**src/rtl/calc_cmd_sequencer.sv**
```systemverilog
// Keypad command FIFO and single-outstanding issue controller for the calculator core.
// Each command is held until the core goes busy and then returns to ready; stalls and core faults are flagged.
module calc_cmd_sequencer #(
  parameter int unsigned DEPTH   = 8,
  parameter int unsigned TIMEOUT = 64,
  parameter int unsigned CW      = 4
) (
  input  logic                     clock,
  input  logic                     reset,
  input  logic                     key_valid,
  input  logic [CW-1:0]            key_code,
  output logic                     key_ready,
  input  logic [1:0]               calc_status,
  output logic [CW-1:0]            cmd_out,
  output logic                     cmd_valid,
  input  logic                     clear_err,
  output logic                     busy,
  output logic [$clog2(DEPTH):0]   fifo_count,
  output logic                     overflow,
  output logic                     timeout,
  output logic                     error
);

  localparam int unsigned AW = $clog2(DEPTH);
  localparam int unsigned TW = $clog2(TIMEOUT) + 1;
  localparam logic [1:0]  STATUS_ERROR = 2'b00;
  localparam logic [1:0]  STATUS_READY = 2'b10;

  typedef enum logic [1:0] {IDLE, WAIT_ACK, WAIT_READY, FAULT} state_t;

  state_t          state_q, state_d;
  logic [CW-1:0]   mem_q [DEPTH];
  logic [CW-1:0]   mem_d [DEPTH];
  logic [AW-1:0]   wr_ptr_q, wr_ptr_d, rd_ptr_q, rd_ptr_d;
  logic [AW:0]     count_q, count_d;
  logic [CW-1:0]   cmd_out_q, cmd_out_d;
  logic            cmd_valid_q, cmd_valid_d;
  logic            overflow_q, overflow_d;
  logic            timeout_q, timeout_d;
  logic            error_q, error_d;
  logic [TW-1:0]   timer_q, timer_d;
  logic            push, pop, flush;

  always_comb begin
    state_d     = state_q;
    mem_d       = mem_q;
    wr_ptr_d    = wr_ptr_q;
    rd_ptr_d    = rd_ptr_q;
    count_d     = count_q;
    cmd_out_d   = cmd_out_q;
    cmd_valid_d = cmd_valid_q;
    overflow_d  = overflow_q;
    timeout_d   = timeout_q;
    timer_d     = timer_q;
    pop         = 1'b0;
    flush       = 1'b0;

    key_ready = (count_q != (AW+1)'(DEPTH)) && (state_q != FAULT);
    busy      = !((state_q == IDLE) && (count_q == '0));
    push      = key_valid && key_ready;

    // A fresh overflow in the same cycle as clear_err still sticks.
    if (clear_err) begin
      overflow_d = 1'b0;
      timeout_d  = 1'b0;
    end
    if (key_valid && !key_ready) overflow_d = 1'b1;

    case (state_q)
      IDLE: begin
        if (calc_status == STATUS_ERROR) begin
          state_d = FAULT;
          flush   = 1'b1;
        end else if ((count_q != '0) && (calc_status == STATUS_READY)) begin
          pop         = 1'b1;
          cmd_out_d   = mem_q[rd_ptr_q];
          cmd_valid_d = 1'b1;
          timer_d     = '0;
          state_d     = WAIT_ACK;
        end
      end
      WAIT_ACK: begin
        if (calc_status == STATUS_ERROR) begin
          cmd_valid_d = 1'b0;
          state_d     = FAULT;
          flush       = 1'b1;
        end else if (calc_status[0]) begin
          cmd_valid_d = 1'b0;
          state_d     = WAIT_READY;
        end else if (timer_q == TW'(TIMEOUT - 1)) begin
          cmd_valid_d = 1'b0;
          timeout_d   = 1'b1;
          state_d     = IDLE;
        end else begin
          timer_d = timer_q + TW'(1);
        end
      end
      WAIT_READY: begin
        if (calc_status == STATUS_READY) begin
          state_d = IDLE;
        end else if (calc_status == STATUS_ERROR) begin
          state_d = FAULT;
          flush   = 1'b1;
        end
      end
      FAULT: begin
        cmd_valid_d = 1'b0;
        if (clear_err) state_d = IDLE;
      end
      default: state_d = IDLE;
    endcase

    if (push) begin
      mem_d[wr_ptr_q] = key_code;
      wr_ptr_d        = wr_ptr_q + AW'(1);
    end
    if (pop) rd_ptr_d = rd_ptr_q + AW'(1);
    if (push && !pop)      count_d = count_q + (AW+1)'(1);
    else if (pop && !push) count_d = count_q - (AW+1)'(1);

    // Flush on fault entry wins over any push accepted in the same cycle.
    if (flush) begin
      wr_ptr_d = '0;
      rd_ptr_d = '0;
      count_d  = '0;
    end

    error_d = (state_d == FAULT);
  end

  always_ff @(posedge clock or posedge reset) begin
    if (reset) begin
      state_q     <= IDLE;
      mem_q       <= '{default: '0};
      wr_ptr_q    <= '0;
      rd_ptr_q    <= '0;
      count_q     <= '0;
      cmd_out_q   <= '0;
      cmd_valid_q <= 1'b0;
      overflow_q  <= 1'b0;
      timeout_q   <= 1'b0;
      error_q     <= 1'b0;
      timer_q     <= '0;
    end else begin
      state_q     <= state_d;
      mem_q       <= mem_d;
      wr_ptr_q    <= wr_ptr_d;
      rd_ptr_q    <= rd_ptr_d;
      count_q     <= count_d;
      cmd_out_q   <= cmd_out_d;
      cmd_valid_q <= cmd_valid_d;
      overflow_q  <= overflow_d;
      timeout_q   <= timeout_d;
      error_q     <= error_d;
      timer_q     <= timer_d;
    end
  end

  assign cmd_out    = cmd_out_q;
  assign cmd_valid  = cmd_valid_q;
  assign fifo_count = count_q;
  assign overflow   = overflow_q;
  assign timeout    = timeout_q;
  assign error      = error_q;

endmodule

```
**config.mk**
```make
export PLATFORM = sky130hd
export DESIGN_NAME = calc_cmd_sequencer
export DESIGN_NICKNAME = d
export VERILOG_FILES = /design/src/rtl/calc_cmd_sequencer.sv
export SDC_FILE = /design/constraint.sdc
export NUM_CORES = 1
export LEC_CHECK = 0
export BUFFER_PORTS_ARGS = -buffer_cell sky130_fd_sc_hd__buf_2
export CORE_UTILIZATION = 35
export DETAILED_ROUTE_END_ITERATION = 6
export PLACE_DENSITY_LB_ADDON = 0.15
export SLEW_MARGIN = 20
export SYNTH_ARGS = -nofsm -noshare
export SYNTH_HDL_FRONTEND = slang
export SYNTH_SLANG_ARGS = --single-unit
```
**constraint.sdc**
```tcl
create_clock -name clock -period 2.75 [get_ports clock]
set_input_delay 0.1375 -clock clock [delete_from_list [all_inputs] [get_ports clock]]
set_output_delay 0.1375 -clock clock [all_outputs]
set_load 0.05 [all_outputs]
```
======== Word-level counts from Yosys, hierarchy flattened ========
Cells that the tools add are included.
storage, ports and cells
  flip-flop bits (word level) ............. 59
  input port bits ......................... 10
  output and inout port bits .............. 14
  word-level logic and storage cells ...... 116
cells by class
  $add $sub $neg .......................... 5
  order comparisons ....................... 3
  equality and inequality tests ........... 14
  mux-type cells .......................... 47
  bitwise gates (word level) .............. 3
  reductions and logical operators ........ 26
operators by type and width
  kind                                                                    number
  7-bit 2-to-1 mux                                                        5
  32-bit bitwise mux                                                      1
  4-bit 2-to-1 mux                                                        6
  1-bit 2-to-1 mux                                                        17
  2-bit 2-to-1 mux                                                        8
  7-bit case mux with 2 select lines                                      1
  4-bit binary-select mux with 3-bit select                               1
  4-bit demux with 3-bit select                                           1
  3-bit 2-to-1 mux                                                        4
  2-bit inequality test (second input constant)                           5
  2-bit equality test (second input constant)                             4
  4-bit >= comparator (second input constant)                             2
  1-bit logical AND                                                       8
  4-bit inequality test (second input constant)                           2
  3-bit inverter with 4-bit output                                        2
  2-bit case mux with 4 select lines                                      1
  2-bit nonzero test                                                      4
  7-bit by 1-bit adder with 7-bit output (second input constant)          1
  7-bit by 6-bit equality test with 1-bit output (second input constant)  1
  3-bit by 1-bit adder with 3-bit output (second input constant)          2
  6-bit AND reduction                                                     1
  3-bit nonzero test                                                      2
  4-bit by 1-bit adder with 4-bit output (second input constant)          1
  1-bit logical NOT                                                       4
  13 further kinds                                                        14

======== Logic depth before layout (Yosys ltp) ========
  depth in word-level cells ............... 9
  gate-level depth with buffers ........... 10
  gate-level depth less buffers ........... 9

======== Least setup slack after synthesis ========
OpenSTA, ideal clock, no wires.
  path type ............................... register -> register
  start point ............................. register count_q[3], in the netlist fifo_count[3]
  end point ............................... register count_q[3], in the netlist fifo_count[3]
  setup time .............................. 0.069 ns
  data arrival time ....................... 2.853 ns
  data required time ...................... 2.681 ns
  setup slack ............................. -0.172 ns
  cell stages (with the launch flop) ...... 10
  buffers on the path ..................... 0
  period minus slack after synthesis ...... 2.922 ns
  path through ............................ dfrtp_1 > or4b_4 > nand2_2 > inv_1 > nand3_1 > ha_1 > a21oi_1 > nand2_1 > or3b_2 > nand3_1
between the ends
  elaborated cells between the ends (all ways) .. 18
  those cells by class .................... add/sub (2); eq/ne (1); mux (6); reduce/logical (9)
RTL lines
  item                                                    line      source
  start: declaration                                      35        logic [AW:0] count_q, count_d;
  start signal: assignment                                149       count_q <= count_d;
  4-bit inequality test *                                 58        key_ready = (count_q != (AW+1)'(DEPTH)) && (state_q != FAULT);
  1-bit logical AND *                                     58
  net key_ready                                           12        output logic key_ready,
  1-bit logical AND *                                     60        push = key_valid && key_ready;
  1-bit logical AND or 1-bit logical NOT (tied branches)  118, 119
  4-bit 2-to-1 mux or 1-bit logical AND (tied branches)   118, 119
  4-bit 2-to-1 mux or 3-bit nonzero test (tied branches)  --
Mark *: on every way through the listed nets, which the timed path passes. The rest lies on a longest branch. The select of a mux whose other input is x is not followed.
A chain may end at the register's enable or synchronous reset.

======== Worst setup path after layout ========
  start point ............................. register count_q[2], in the netlist fifo_count[2]
  end point ............................... register count_q[3], in the netlist fifo_count[3]
between the ends
  word-level cells in the longest chain between the ends .. 9
  elaborated cells between the ends (all ways) .. 18
  those cells by class .................... add/sub (2); eq/ne (1); mux (6); reduce/logical (9)
ends and longest elaborated chain
  item                line  source
  4-bit nonzero test  74    end else if ((count_q != '0) && (calc_status == STATUS_READY)) begin
  1-bit logical AND   74
  1-bit 2-to-1 mux    74
  1-bit 2-to-1 mux    71    if (calc_status == STATUS_ERROR) begin
  1-bit 2-to-1 mux    69    case (state_q)
  1-bit logical NOT   118   if (push && !pop) count_d = count_q + (AW+1)'(1);
  1-bit logical AND   118
  4-bit 2-to-1 mux    118
  4-bit 2-to-1 mux    122   if (flush) begin
Parallel ways exist; a longest one is shown, timed or not. The select of a mux whose other input is x is not followed.

==> reports/metrics.cfg <==
[outcome]
status=finished clean

[critical_path]
crit_fanout=6
crit_type=reg -> reg
worstPathRequired_ns=3.02
cp.arrival_ns=2.75
endpoint_kind=register
critPathLaunchType=register

[hold_path]
hold_path.class=in -> reg

[power]
peakVddDrop_v=0.000546
p_leak_nw=1.55
p_per_area_nw_per_um2=1120

[run]
maxCapViolations=0

[floorplan]
die_y_um=95.1
start_util=0.366
io_pins=24
coreArea_um2=8300
fp.dieArea_um2=9050
die_w_um=95.1
std_cell_rows=33

[finish]
area_growth_pct=16.4
diodes=0
num-nets-final=290
fin_area_um2=3530
drive_gt1_frac=0.427
fin_util=0.426

[yosys]
synth.distinct_cells=49
ys_seq_elements=59
ys_seq_area_frac=0.486
syn-cell-area_um2=3040
synthesis.nets=260
synth_enable_flop_cells=0
async_reset_ff_frac=1.00
ys.warnings.count=0
syn_inst=244
syn_area_per_cell_um2=12.4
synth_ff_type=dfrtp_1

[clock_network]
clk_path_buf_depth=2
cts_setup_buffers=0
cts-root-buf=clkbuf_8
numCtsBuffers=9
numClockSinks=59
worstSkewPairLatency_ns=0.34
htreeDepth=3
holdBufCountCts=1
cts_resized=0
clk_pin_slew_ns=0.07
cts_tree=done

[sta]
tns_ns=0
relSlewSlack=0.517
fin_crit_sh=0.901
worst_slew_pin_slew_ns=0.724
drv_slew=0
fmax_mhz=404
finalCriticalPeriod_ns=2.48
finalClockSkew_ns=0.0180
setup_viol=0
hold_violations=0
grt_setup_unrepaired=no

[placed_design]
io_buffers=23
placed_area_um2=3300
globalplace.congestion=0.772
hpwlAfterDp_um=4240

[global_route]
grt_usage=0.159
grt_max_degree=32
grt_pass1_vias=1995
grt_pass1_wl_um=10500
gr-total-overflow=0
antenna_found_initial=0

[routing]
vias=1934
route.detailed.drc=0
routedWlPerCell_um=16.1
ant_nets=0
drt_first_iter_violations=56
routed_via_density=5.04
wl_um=6190
drt_pass1_iterations=6

[power by group]
part	internal, mW	switching, mW	total (mW)	leakage (nW)
Combinational	0.699	0.840	1.54	0.684
Clock	0.535	0.373	0.908	0.108
Sequential	1.20	0.292	1.50	0.753
[flip-flops by register name, summed over array words and instances (netlist names)]
register    count
mem_q          32
timer_q         7
rd_ptr_q        3
fifo_count      4
cmd_valid       1
cmd_out         4
state_q         2
timeout         1
error           1
wr_ptr_q        3
overflow        1
[layer usage]
| metal | vias up | wire length [um] | track usage |
|---|---|---|---|
| met3 | 7 | 171 | 0.0439 |
| met4 | 0 | 105 | 0.0669 |
| met5 | - | 0 | 0 |
| met2 | 20 | 2790 | 0.236 |
| li1 | 954 | - | - |
| met1 | 953 | 3130 | 0.216 |
[worst paths after layout]
| check | to | cells after the start | slack, ns | from |
|---|---|---|---|---|
| max in group asynchronous | fifo_count[1] | 4 | 1.71 | reset |
| setup reg to reg | fifo_count[3] | 9 | 0.27 | fifo_count[2] |
| hold reg to reg | cmd_out[2] | 2 | 0.48 | cmd_out[2] |
| hold / removal | timeout | 2 | 0.03 | clear_err |
| setup / recovery | fifo_count[3] | 9 | 0.27 | fifo_count[2] |
| min in group asynchronous | mem_q[6] | 3 | 0.43 | reset |
[cell usage after synthesis, types with 2 or more instances]
cell / number / area [um^2]
dfrtp_1: 59 / 1480
mux2_2: 33 / 372
nand2_1: 18 / 67.6
nand3_1: 12 / 60.1
nor2_1: 10 / 37.5
inv_1: 8 / 30.0
mux4_2: 8 / 180
or3_1: 8 / 50.1
buf_2: 7 / 35.0
mux2i_1: 7 / 70.1
o21ai_0: 7 / 35.0
a21oi_2: 5 / 43.8
ha_1: 5 / 62.6
a21oi_1: 4 / 20.0
nand2b_1: 4 / 25.0
o21ai_2: 4 / 35.0
nor3_1: 3 / 15.0
nor4_2: 3 / 37.5
xor2_1: 3 / 26.3
a211o_1: 2 / 17.5
and3_1: 2 / 12.5
buf_6: 2 / 22.5
nand2_2: 2 / 12.5
nand4b_1: 2 / 17.5
xnor2_1: 2 / 17.5
[cell families after synthesis]
family | share of synthesized area
compound gates | 0.0799
mux | 0.210
buf+inv | 0.0313
flops | 0.486
simple gates | 0.146
fa+ha+maj | 0.0272
xor+xnor | 0.0198
[layout make-up]
cell class	count	area, um^2
repair buffers	30	183
inverters	8	33.8
clock inverters	6	88.8
clock buffers	10	138
fillers	773	4760
multi-input cells	166	1480
well taps	105	131
flip-flops and latches	59	1480
[worst max-delay path, stage by stage (launching register included)]
cell and delay, ns:
dfrtp_2 0.44, or4b_4 0.60, nand2_4 0.14, clkinvlp_4 0.10, nand3_2 0.09, ha_1 0.28, a21oi_2 0.17, nand2_1 0.08
or3b_2 0.44, nand3_1 0.09
[cells in the final DEF (no fill, tap or decap), types with 7 or more instances in the layout]
cell / instances
buf_2: 23
clkbuf_8: 10
or3_1: 8
mux2_2: 33
mux2i_1: 7
nand3_1: 11
mux4_2: 8
dfrtp_1: 55
nand2_1: 18
o21ai_0: 7
nor2_1: 10
[through the flow]
stage | hold WS (ns) | power, mW | worst slack (ns) | std cells
2_1_floorplan | 0.230 | 2.75 | 0.00934 | 244
3_3_place_gp | 0.264 | 3.05 | 0.325 | 367
3_5_place_dp | 0.261 | 3.07 | 0.280 | 367
4_1_cts | 0.000116 | 4.00 | 0.262 | 384
5_1_grt | 0.0362 | 4.21 | 0.152 | 384
6_report | 0.0331 | 3.94 | 0.273 | 384
No activity file was read; power rests on OpenSTA's default activity.
